**config.mk**
```make
export PLATFORM = sky130hd
export DESIGN_NAME = bt_status_tx
export DESIGN_NICKNAME = d
export VERILOG_FILES = /design/src/rtl/bt_status_tx_pkg.sv /design/src/rtl/uart_tx_byte.sv /design/src/rtl/bt_status_tx.sv
export SDC_FILE = /design/constraint.sdc
export NUM_CORES = 1
export LEC_CHECK = 0
export BUFFER_PORTS_ARGS = -buffer_cell sky130_fd_sc_hd__buf_2
export CAP_MARGIN = 20
export CORE_ASPECT_RATIO = 1.5
export CORE_MARGIN = 1.5
export CORE_UTILIZATION = 55
export DETAILED_ROUTE_END_ITERATION = 16
export PLACE_DENSITY = 0.73
export SETUP_SLACK_MARGIN = 0.4
export SLEW_MARGIN = 20
export SYNTH_ARGS = -nofsm -noshare
export SYNTH_HDL_FRONTEND = slang
export SYNTH_SLANG_ARGS = --single-unit
```
**constraint.sdc**
```tcl
create_clock -name clk100 -period 6.5 [get_ports clk100]
set_input_delay 0.65 -clock clk100 [delete_from_list [all_inputs] [get_ports clk100]]
set_output_delay 0.65 -clock clk100 [all_outputs]
set_load 0.05 [all_outputs]
```
**src/rtl/bt_status_tx_pkg.sv**
```systemverilog
// Shared constants for the Bluetooth status reporter: header byte, the
// byte-shifter state encoding and the bit-period calculation.
// No logic of its own; imported by bt_status_tx and uart_tx_byte.
package bt_status_tx_pkg;

  localparam logic [7:0] HDR_BYTE = 8'hA5;

  typedef enum logic [1:0] {
    ST_IDLE  = 2'd0,
    ST_START = 2'd1,
    ST_DATA  = 2'd2,
    ST_STOP  = 2'd3
  } tx_state_t;

  // Clock cycles per serial bit, rounded to the nearest integer.
  function automatic int calc_div(input int clk_hz, input int baud);
    return (clk_hz + baud / 2) / baud;
  endfunction

endpackage

```
**src/rtl/uart_tx_byte.sv**
```systemverilog
// 8N1 byte shifter with its own baud counter.
// Latency: tx falls on the edge that accepts load; one frame = 10*DIV cycles.
// Backpressure: ready is high in IDLE and in the last cycle of the stop bit.
// Ports: clk100/reset; load+data (byte offer); ready (accepts this cycle); tx (registered line).
module uart_tx_byte
  import bt_status_tx_pkg::*;
#(
  parameter int DIV = 10417
) (
  input  logic       clk100,
  input  logic       reset,
  input  logic       load,
  input  logic [7:0] data,
  output logic       ready,
  output logic       tx
);

  localparam int            CW      = $clog2(DIV + 1);
  localparam logic [CW-1:0] TICK_AT = CW'(DIV - 1);

  tx_state_t     state, state_nx;
  logic [CW-1:0] cnt;
  logic [2:0]    bit_idx;
  logic [7:0]    shreg;
  logic          tick;
  logic          take;

  // State register
  always_ff @(posedge clk100 or negedge reset) begin
    if (!reset) state <= ST_IDLE;
    else        state <= state_nx;
  end

  // Next-state logic
  always_comb begin
    state_nx = state;
    case (state)
      ST_IDLE:  if (take) state_nx = ST_START;
      ST_START: if (tick) state_nx = ST_DATA;
      ST_DATA:  if (tick && bit_idx == 3'd7) state_nx = ST_STOP;
      ST_STOP:  if (tick) state_nx = take ? ST_START : ST_IDLE;
      default:  state_nx = ST_IDLE;
    endcase
  end

  // Outputs: accepting a byte at the end of a stop bit lets bytes run
  // back to back with no idle bit between them.
  always_comb begin
    tick  = (cnt == TICK_AT);
    ready = (state == ST_IDLE) || (state == ST_STOP && tick);
  end

  assign take = load & ready;

  // Datapath: the counter restarts at every bit boundary, so each bit is
  // exactly DIV cycles and nothing accumulates across a packet.
  always_ff @(posedge clk100 or negedge reset) begin
    if (!reset) begin
      cnt     <= '0;
      bit_idx <= '0;
      shreg   <= '0;
      tx      <= 1'b1;
    end else if (take) begin
      cnt     <= '0;
      bit_idx <= '0;
      shreg   <= data;
      tx      <= 1'b0;
    end else if (state != ST_IDLE) begin
      if (tick) begin
        cnt <= '0;
        case (state)
          ST_START: begin
            tx    <= shreg[0];
            shreg <= {1'b0, shreg[7:1]};
          end
          ST_DATA: begin
            if (bit_idx == 3'd7) begin
              tx <= 1'b1;
            end else begin
              tx      <= shreg[0];
              shreg   <= {1'b0, shreg[7:1]};
              bit_idx <= bit_idx + 3'd1;
            end
          end
          default: tx <= 1'b1;
        endcase
      end else begin
        cnt <= cnt + 1'b1;
      end
    end
  end

endmodule

```
**src/rtl/bt_status_tx.sv**
```systemverilog
// Sends a 3-byte status packet {A5, S, A5^S} over UART on send or input change.
// Latency: tx falls 1 cycle after the triggering edge; pkt_done 30*DIV cycles later.
// Backpressure: triggers while a packet is in flight coalesce into one follow-up packet.
// Ports: clk100/reset; speed, turn, SwitchManager (status); send (request);
//        tx (serial line), busy (packet in flight), pkt_done (end pulse).
module bt_status_tx
  import bt_status_tx_pkg::*;
#(
  parameter int CLK_HZ = 100_000_000,
  parameter int BAUD   = 9600
) (
  input  logic       clk100,
  input  logic       reset,
  input  logic [3:0] speed,
  input  logic       turn,
  input  logic       SwitchManager,
  input  logic       send,
  output logic       tx,
  output logic       busy,
  output logic       pkt_done
);

  localparam int DIV = calc_div(CLK_HZ, BAUD);

  logic [5:0] in_q;       // {SwitchManager, turn, speed}
  logic [5:0] prev_q;
  logic [7:0] snap_q;
  logic [1:0] idx_q;
  logic       go_q, pending_q, busy_q, done_q;
  logic       trig, byte_end, pkt_end, start_now, load, u_ready;
  logic [7:0] load_dat;

  assign trig     = send | (in_q != prev_q);
  // busy_q with a ready shifter only happens on the last stop-bit cycle.
  assign byte_end = busy_q & u_ready;
  assign pkt_end  = byte_end & (idx_q == 2'd2);
  // Start from idle, or chain straight into the follow-up packet.
  assign start_now = (~busy_q & ~go_q & (trig | pending_q)) | (pkt_end & pending_q);

  assign load     = go_q | (byte_end & (idx_q != 2'd2));
  assign load_dat = go_q           ? HDR_BYTE :
                    (idx_q == 2'd0) ? snap_q   : (snap_q ^ HDR_BYTE);

  always_ff @(posedge clk100 or negedge reset) begin
    if (!reset) begin
      in_q      <= '0;
      prev_q    <= '0;
      snap_q    <= '0;
      idx_q     <= '0;
      go_q      <= 1'b0;
      pending_q <= 1'b0;
      busy_q    <= 1'b0;
      done_q    <= 1'b0;
    end else begin
      in_q   <= {SwitchManager, turn, speed};
      prev_q <= in_q;
      done_q <= pkt_end;
      go_q   <= start_now;
      if (start_now) snap_q <= {in_q[5], 2'b00, in_q[4], in_q[3:0]};

      // A trigger coinciding with a restart is already covered by that
      // restart's snapshot, so it is absorbed rather than re-queued.
      if (start_now)                   pending_q <= 1'b0;
      else if (trig & (busy_q | go_q)) pending_q <= 1'b1;

      if (go_q) begin
        busy_q <= 1'b1;
        idx_q  <= '0;
      end else if (pkt_end) begin
        busy_q <= 1'b0;
      end else if (byte_end) begin
        idx_q <= idx_q + 2'd1;
      end
    end
  end

  assign busy     = busy_q;
  assign pkt_done = done_q;

  uart_tx_byte #(.DIV(DIV)) u_byte (
    .clk100 (clk100),
    .reset  (reset),
    .load   (load),
    .data   (load_dat),
    .ready  (u_ready),
    .tx     (tx)
  );

endmodule
```
==> results of run 1 <==
==> cells in the final DEF (no fill, tap or decap), types with 2 or more instances in the layout <==
cell type	netlist	layout
nand3_1	6	6
mux2_2	11	11
dfrtp_1	51	51
nand4_1	2	2
buf_2	3	11
nor3_1	7	7
buf_4	0	3
inv_6	0	2
mux2i_1	2	2
inv_1	10	10
nor2_1	20	20
clkbuf_8	0	5
a21oi_1	5	5
and3_1	3	3
nor4_1	2	2
ha_1	11	11
a32o_1	3	3
o21ai_0	8	8
a2bb2oi_1	3	3
nand3b_1	2	2
nand2b_1	4	4
a22o_1	6	6
xor2_1	10	10
nor2b_1	2	2
and4_2	2	2
xnor2_1	9	9
nand2_1	11	11
==> worst reg2reg max path: stages, from the launching register on <==
cell	delay [ns]
dfrtp_1	0.45
or4_4	0.61
o41a_1	0.53
nor2_1	0.13
buf_4	0.18
o21ai_0	0.17
a22o_1	0.27
==> through the flow <==
| step | utilization [%] | instances |
|---|---|---|
| global placement | 59.0 | 273 |
| floorplan | - | 216 |
| detailed placement | 59.0 | 273 |
| CTS | 61.1 | 281 |
| global route | 61.3 | 281 |
| finish | 61.3 | 281 |
==> path summary, 6_finish.rpt <==
path,end,slack (ns)
max,u_byte.bit_idx[0],4.04
min,prev_q[5],0.42
max reg2reg,u_byte.bit_idx[0],4.04
min reg2reg,prev_q[5],0.42
max in group asynchronous,snap_q[1],5.64
min in group asynchronous,u_byte.cnt[4],0.44
==> cells in the mapped netlist, drive strengths merged, types with 2 or more instances <==
cell / n / area (sq um)
dfrtp: 51 / 1280
nor2: 20 / 75.1
mux2: 13 / 150
ha: 11 / 138
nand2: 11 / 41.3
inv: 10 / 37.5
xor2: 10 / 87.6
xnor2: 9 / 78.8
nor3: 8 / 51.3
o21ai: 8 / 40.0
a22o: 6 / 52.6
nand3: 6 / 30.0
a21oi: 5 / 25.0
nand2b: 4 / 25.0
a2bb2oi: 3 / 26.3
a32o: 3 / 30.0
and3: 3 / 18.8
and4: 3 / 28.8
buf: 3 / 15.0
clkbuf: 2 / 7.51
mux2i: 2 / 20.0
nand3b: 2 / 15.0
nand4: 2 / 12.5
nor2b: 2 / 12.5
nor4: 2 / 12.5
o41a: 2 / 32.5
o41ai: 2 / 36.3
==> power by group <==
part | internal [W] | switching [W]
combinational | 0.00000401 | 0.00000760
clock | 0.0000793 | 0.000111
sequential | 0.000327 | 0.00000237
==> logic make-up (layout without fill, tap and decap cells) <==
family,after synthesis,count (layout),synth area share [%]
mux,15,15,6.76
simple gates,67,67,14.2
xor+xnor,19,19,6.61
flops,52,52,51.7
fa+ha+maj,11,11,5.46
compound gates,37,37,12.9
buf+inv,15,32,2.38
==> state kept, by name, summed over array words and instances, names as in the netlist, 2 cells and up <==
| signal | cells |
|---|---|
| idx_q | 2 |
| u_byte.shreg | 8 |
| u_byte.bit_idx | 3 |
| snap_q | 6 |
| prev_q | 6 |
| in_q | 6 |
| u_byte.cnt | 14 |
| u_byte.state | 2 |
==> area by class of cell <==
type	count	area, sq um	area share [%]
well taps	48	60.1	2.19
multi-input cells	149	1160	42.5
repair buffers	14	77.6	2.83
inverters	10	37.5	1.37
clock buffers	5	68.8	2.51
clock inverters	3	26.3	0.960
flip-flops and latches	52	1300	47.6
==> per-layer routing <==
layer,share of wire (%),routed length [um],global-route usage (%),vias up
met5,0,0,0,-
met2,55,2340,37.0,27
met4,1.6,68,7.61,0
met1,41,1770,22.8,801
met3,2.6,111,4.07,4
li1,-,-,-,801
==> metrics, run 1 <==
Yosys cell types=46; Clk Latency, worst-skew pair=0.31 ns; post-synthesis sequential area ratio=51.7%; Remaining Overflow, GRT=0; Clock Path Buffers=2; Post-synth top flop=dfrtp_1; R2R cell count=6; CTS resizes=0; residual DRC count=0; min-delay src=in_q[5]; hold path depth=0; initial core utilization=56.4%; Warnings, synthesis=0; DRT Pass-1 Iters=4; post-synthesis cell count=216; filler instances=356; #FFs+latches synth=52; share of layout cells above drive strength 1=18.5%; Worst Setup SP=u_byte.cnt[2]; setup TNS=0 ns; Setup violations, final=0; vias in the first global route=1708; Die Area=between 5000 and 6000 sq um; clock transition at the registers of the reported paths=0.10 ns; Fmax=0.407 GHz; largest net degree at the start of global routing=53; Nets=about 250; Post-synth EDFFs=0; relative slew slack=a little under three fifths; Final Hold Viols=0; Avg Inst Size Synth=11.7 sq um; gr usage total=roughly 20%; Pwr Total=about 0.00053 W; Worst Hold Class=register to register; DP Worst Slack=slightly below 4 ns; Die H=around 86 um; CP required=roughly 6.7 ns; total wire length=about 4300 um; critical-path maximum fanout=12; Slowest Stage Delay on Critical Path=0.61 ns; power per cell area=around 190 nW/um^2; Final Worst Setup Slack=~4.0 ns; Net Count, Synth=236; H-tree depth=2; Avg WL per Cell=between 15 and 20 um; ant diodes=0; CP Capture Type=register; first-pass GRT wire length=approximately 8000 um; number of buffers and inverters on the critical path=1; DP HPWL=3190 um; worst path cell trace=or4_4 -> o41a_1 -> nor2_1 -> buf_4 -> o21ai_0 -> a22o_1; clock sink total=52; Slew Viols, Final=0; Die X-Extent=a little under 60 um; Final Cycle Share=37.8%; Post-CTS Setup Bufs=0; io pins=12; Crit-path slowest cell=or4_4; number of cell rows=30; placed cell area=~2600 sq um; fraction of registers with async set/reset=100%; crit path kind=register to register; Hold Slack=0.420 ns; synth-to-layout area growth=8.64%; Least-Margin Pin Slew=0.654 ns; CP Launch Type=register; critical path's top delay family=compound AO/OA/AOI/OAI gates; CTS tree=built; peak supply drop=roughly 0.18 mV; via-per-instance ratio=5.81; Post-DRT Antenna Nets=0; Core Footprint=roughly 4500 sq um; root buf cell=clkbuf_8; Post-Syn Area=2520 sq um; RSZ-0062 raised after global routing=no; status=complete, no violations; Final GP Congestion=0.857; Leak Pwr=roughly 1.2 nW; CTS Buf Count=5; CP Depth=6; initial drt markers=57; critical path arrival=2.66 ns; cts hold-fix bufs=0; RR Startpoint=u_byte.cnt[2]; initial antenna violation count=0; Final Cell Area=2740 sq um; port bufs=11; crit path time final=roughly 2.5 ns; Worst Skew=0.00875 ns; vias post-DR=1633; max-cap violation count=0
No activity file was read; power rests on OpenSTA's default activity.
==> run 2, diff against run 1 <==
ABC_AREA = 1   (was not set)
PLACE_DENSITY = 0.72   (was 0.73)
clock period = 2.4 ns   (was 6.5 ns; I/O delays follow)
==> run 2 against run 1 <==
Compared with the run above: clock power grew to 2.7 times the previous value; cell area grew 12%; area after synthesis grew 6.2%; worst hold slack got worse by 0.39 ns; cell count rose by 44%; critical path depth grew 5; setup slack got worse by 3.6 ns; via count up 30%; count of clock-buffer cells in the layout increased by 2; non-clock buffer count increased by 9.
==> metrics, run 2 <==
power per cell area=approximately 470 nW/um^2; CP required=2.64 ns; clock transition at the registers of the reported paths=0.09 ns; mux cell area share after synthesis=0%; main combinational cell family by area after synthesis=simple AND/OR/NAND/NOR gates; initial antenna violation count=0; largest registers=u_byte.cnt x14, u_byte.shreg x8; Fmax=between 0.5 and 0.6 GHz; Hold Slack=0.0301 ns; relative slew slack=56.9%; Most flops, register=u_byte.cnt; H-tree depth=2; area leader, netlist=dfrtp_1; share of the synthesized area in the top cell type=between 40% and 50%; Post-Syn Area=about 2700 sq um; CTS tree=built; number of cell rows=30; critical-path maximum fanout=6; Crit-path slowest cell=dfrtp_1; Least-Margin Pin Slew=0.646 ns; root buf cell=clkbuf_8; Worst Hold Class=input port to asynchronous set/reset pin; Nets=359; Core Footprint=4620 sq um; clock sink total=52; cts hold-fix bufs=0; Post-DRT Antenna Nets=0; most frequent cells in the layout=68 x nand2_1, 51 x dfrtp_1, 36 x inv_1; Synth Area in Simple Gates=28.4%; Die X-Extent=59.9 um; Multi-input gate area=1290 sq um; number of flip-flops in the largest register=14; via-per-instance ratio=5.27; status=complete, no violations; CP Capture Type=register; Final Cycle Share=80.5%; critical path arrival=2.17 ns; Worst Skew=0.00725 ns; port bufs=11; ranking of synthesized cells by area=dfrtp_1 48%, nand2_1 10%, inv_1 5.5%, ha_1 5.1%, nand3_1 4.5%; Remaining Overflow, GRT=0; first-pass GRT wire length=8760 um; filler instances=390; Yosys cell types=36; DRT Pass-1 Iters=4; post-synthesis sequential area ratio=48.7%; io pins=12; Setup violations, final=0; setup TNS=0 ns; Post-synth top flop=dfrtp_1; CP Launch Type=register; worst path cell trace=inv_1 -> ha_1 -> inv_1 -> nand2_2 -> buf_8 -> nand2_4 -> nor2_8 -> nand2_8 -> nand2_8 -> nand2_2 -> o21ai_2; Post-synth EDFFs=0; DP HPWL=3670 um; max-cap violation count=0; residual DRC count=0; Final Hold Viols=0; Die Area=5300 sq um; ant diodes=0; Net Count, Synth=334; most common cell after layout, fill and taps aside=nand2_1; Warnings, synthesis=0; total wire length=5340 um; critical path's top delay family=simple AND/OR/NAND/NOR gates; synth-to-layout area growth=14.8%; XOR/XNOR share of the synthesized area=1.31%; fraction of registers with async set/reset=100%; largest net degree at the start of global routing=53; Die H=88.4 um; CTS Buf Count=5; Clock Path Buffers=2; register area=roughly 1300 sq um; Slowest Stage Delay on Critical Path=0.44 ns; vias in the first global route=2075; initial core utilization=slightly below 60%; Avg WL per Cell=13.2 um; crit path kind=register to register; crit path time final=1.93 ns; Avg Inst Size Synth=8.52 sq um; synth cell count leaders=72 x nand2_1, 51 x dfrtp_1, 39 x inv_1; Final GP Congestion=0.816; share of layout cells above drive strength 1=19.7%; Leak Pwr=1.53 nW; RSZ-0062 raised after global routing=yes; peak supply drop=0.430 mV; #FFs+latches synth=52; Compound-Gate Fraction of Synth Area=a little over 9%; initial drt markers=105; vias post-DR=~2100; post-synthesis cell count=roughly 310; gr usage total=21.7%; Clk Latency, worst-skew pair=0.31 ns; synthesized-area fraction occupied by adder cells=5.14%; number of buffers and inverters on the critical path=3; Slew Viols, Final=0; most common cell in the synthesized netlist=nand2_1
## run 2: per-stage QoR
step | util [%] | cell area [sq um] | total power (W) | cells | worst slack (ns)
finish | 66.5 | 3070 | 0.00145 | 404 | 0.468
global route | 66.5 | 3070 | 0.00150 | 404 | 0.291
CTS | 63.2 | 2920 | 0.00146 | 396 | 0.408
detailed placement | 60.8 | 2810 | 0.000946 | 388 | 0.246
global placement | 60.8 | 2810 | 0.000944 | 388 | 0.339
floorplan | - | 2680 | 0.000917 | 314 | 0.608
## run 2: timing repair
item                                   in CTS  in global routing
cloned                                      0                  1
setup endpoints to repair                  11                 20
buffers inserted                            0                  7
pin swaps                                   0                  3
resized for setup                           4                 19
endpoints found under the hold margin       0                  0
## run 2: worst paths after layout
check	startpoint	end	slack (ns)	cells after the start
setup / recovery	u_byte.state[0]	snap_q[3]	0.47	11
hold / removal	reset	busy	0.03	2
setup reg to reg	u_byte.state[0]	snap_q[3]	0.47	11
hold reg to reg	in_q[0]	prev_q[0]	0.44	0
max in group asynchronous	reset	idx_q[0]	1.93	2
min in group clk100	speed[0]	in_q[0]	0.03	1
## run 2: worst register-to-register path: stages, from the launching register on
cell,delay (ns)
dfrtp_1,0.44
inv_1,0.13
ha_1,0.29
inv_1,0.14
nand2_2,0.14
buf_8,0.15
nand2_4,0.07
nor2_8,0.16
nand2_8,0.11
nand2_8,0.12
nand2_2,0.07
o21ai_2,0.06
## run 2: power breakdown
group	switching [W]	total (W)	internal, W
Sequential	0.00000890	0.000895	0.000886
Clock	0.000284	0.000518	0.000235
Combinational	0.0000231	0.0000329	0.00000981
## run 2: routing by layer
metal	track usage [%]	part of all wire (%)	vias to the layer above
li1	-	-	1070
met1	22.9	39	1016
met2	40.8	56	32
met3	3.51	2.1	11
met4	9.49	2.3	0
met5	0	0	-
## run 2: cell families (layout without fill, tap and decap cells)
family | after synthesis | count (layout)
AOI/OAI and AO/OA | 39 | 39
buffers and inverters | 47 | 72
xor gates and xnor gates | 4 | 4
DFF | 52 | 52
and+or+nand+nor | 161 | 162
adders and majority gates | 11 | 11
## run 2: cell type report
class	count	area share (%)
Clock buffer	7	2.81
Clock inverter	1	0.244
Inverter	41	5.01
Multi-Input combinational cell	216	42.0
Sequential cell	52	42.4
Tap cell	64	2.61
Timing Repair Buffer	23	4.97
==> run 3, diff against run 2 <==
PLACE_DENSITY = 0.75   (was 0.72)
clock period = 1.7 ns   (was 2.4 ns; I/O delays follow)
==> run 3 against run 2 <==
Compared with the run above: the flow now finishes with violations (negative setup slack); flip-flop and latch count stayed put; clock power is 61% higher; fmax up 5.3%; combinational power grew 88%; die area is the same; non-clock buffer count is 43 higher; critical path type unchanged; first-iteration DRC count grew 10%; register-to-register slack worse by 0.60 ns; setup slack lost 0.60 ns.
==> metrics, run 3 (synthesized netlist as in run 2, its figures left out) <==
clock sink total=52; Cell Count, Final, Fillers Out=448; Fmax=0.545 GHz; Final Worst Setup Slack=-0.136 ns; critical path arrival=2.08 ns; Clock Path Buffers=2; P_int=0.00171 W; gr usage total=25.9%; Nets=between 400 and 500; clock transition at the registers of the reported paths=0.09 ns; Leak Pwr=approximately 1.8 nW; initial core utilization=57.9%; Logic pwr share=2.9%; synth-to-layout area growth=33.9%; Most flops, register=u_byte.cnt; CTS tree=built; DRT Pass-1 Iters=4; crit path kind=register to register; root buf cell=clkbuf_8; initial antenna violation count=0; Slew Viols, Final=0; DP HPWL=4100 um; CTS Buf Count=5; Least-Margin Pin Slew=0.543 ns; CP Capture Type=register; Final Hold Viols=0; Post-DRT Antenna Nets=0; Multi-input gate area=1390 sq um; port bufs=11; via-per-instance ratio=5.34; number of flip-flops in the largest register=14; max-cap violation count=0; Pwr Total=0.00216 W; Avg WL per Cell=13.4 um; peak supply drop=0.592 mV; Final GP Congestion=0.879; Clock power frac=between 30% and 40%; critical-path maximum fanout=6; vias post-DR=between 2000 and 2500; Clk Latency, worst-skew pair=0.31 ns; Worst Skew=0.00961 ns; Remaining Overflow, GRT=0; H-tree depth=2; most frequent cells in the layout=62 x nand2_1, 50 x dfrtp_1, 38 x buf_4; io pins=12; Psw=0.000446 W; share of layout cells above drive strength 1=33.1%; CP Launch Type=register; Final Cycle Share=108%; initial drt markers=116; Sequential Power Share=about three fifths; number of cell rows=30; final core utilization=77.6%; Hold Slack=0.364 ns; total wire length=5980 um; vias in the first global route=2483; placed insts=416; Die X-Extent=59.9 um; register area=1300 sq um; most common cell after layout, fill and taps aside=nand2_1; Die Area=around 5300 sq um; Sw Share=20.7%; Setup violations, final=24; residual DRC count=0; filler instances=305; status=complete, but fails checks; RSZ-0062 raised after global routing=yes; largest net degree at the start of global routing=29; Core Footprint=4620 sq um; setup TNS=-1.79 ns; power per cell area=603 nW/um^2; ant diodes=0; failing checks=negative setup slack; first-pass GRT wire length=between 10000 and 15000 um; crit path time final=1.84 ns; CP required=1.94 ns; Die H=~88 um; largest registers=u_byte.cnt x14, u_byte.shreg x8; Worst Hold Class=input port to register; relative slew slack=between 60% and 70%
[run 3: routing by layer]
metal | GRT usage, % | wire length [um] | up-vias
met5 | 0 | 0 | -
met4 | 11.1 | 204 | 0
met3 | 4.09 | 157 | 22
met2 | 49.3 | 3410 | 50
met1 | 27.0 | 2210 | 1159
li1 | - | - | 1161
[run 3: critical path, stage by stage (launching register included)]
cell and delay [ns]:
dfrtp_1 0.41, inv_2 0.08, ha_4 0.13, inv_2 0.03, nor2_1 0.08, nand2_1 0.07
nor2_2 0.09, nand3_1 0.09, nand2_2 0.11, buf_6 0.13, nand2_4 0.06, nor2_8 0.13
nand2_8 0.10, nand2_8 0.12, nand2_2 0.06, nand2_1 0.06
[run 3: timing repair]
item / in CTS / in global routing
gates resized for setup: 35 / 17
pin swaps: 11 / 8
hold buffers: 7 / 0
endpoints found under the setup margin: 40 / 40
hold endpoints to repair: 30 / 0
cloned: 2 / 0
setup buffers: 12 / 3
[run 3: path summary, 6_finish.rpt]
path                               startpoint         to  slack [ns]  cells after the start
worst max register to register  u_byte.cnt[0]  snap_q[2]       -0.14                     15
worst max-delay path            u_byte.cnt[0]  snap_q[2]       -0.14                     15
worst min register to register        in_q[5]  prev_q[5]        0.44                      0
worst min-delay path                     send  pending_q        0.36                      6
max in group asynchronous               reset  u_byte.tx        0.67                      3
min in group asynchronous               reset   pkt_done        0.42                      2
[run 3: metrics by stage]
stage	setup WS (ns)	area, sq um
5_1_grt	-0.265	3580
3_5_place_dp	-0.123	3060
2_1_floorplan	0.0251	2700
6_report	-0.136	3580
3_3_place_gp	-0.0486	3060
4_1_cts	-0.0908	3490
[run 3: power groups by stage]
stage                     registers [W]   logic, W  clock network (W)
after floorplan                 0.00128  0.0000105                  0
after global placement          0.00129  0.0000501                  0
after detailed placement        0.00129  0.0000512                  0
after CTS                       0.00126  0.0000637           0.000847
after global routing            0.00127  0.0000713           0.000889
final                           0.00126  0.0000618           0.000835
[run 3: area by class of cell]
| type | count | area share (%) |
|---|---|---|
| Timing Repair Buffer | 66 | 15.1 |
| Clock inverter | 3 | 1.19 |
| Multi-Input combinational cell | 217 | 38.9 |
| Tap cell | 64 | 2.24 |
| Sequential cell | 52 | 36.4 |
| Clock buffer | 5 | 1.92 |
| Inverter | 41 | 4.30 |
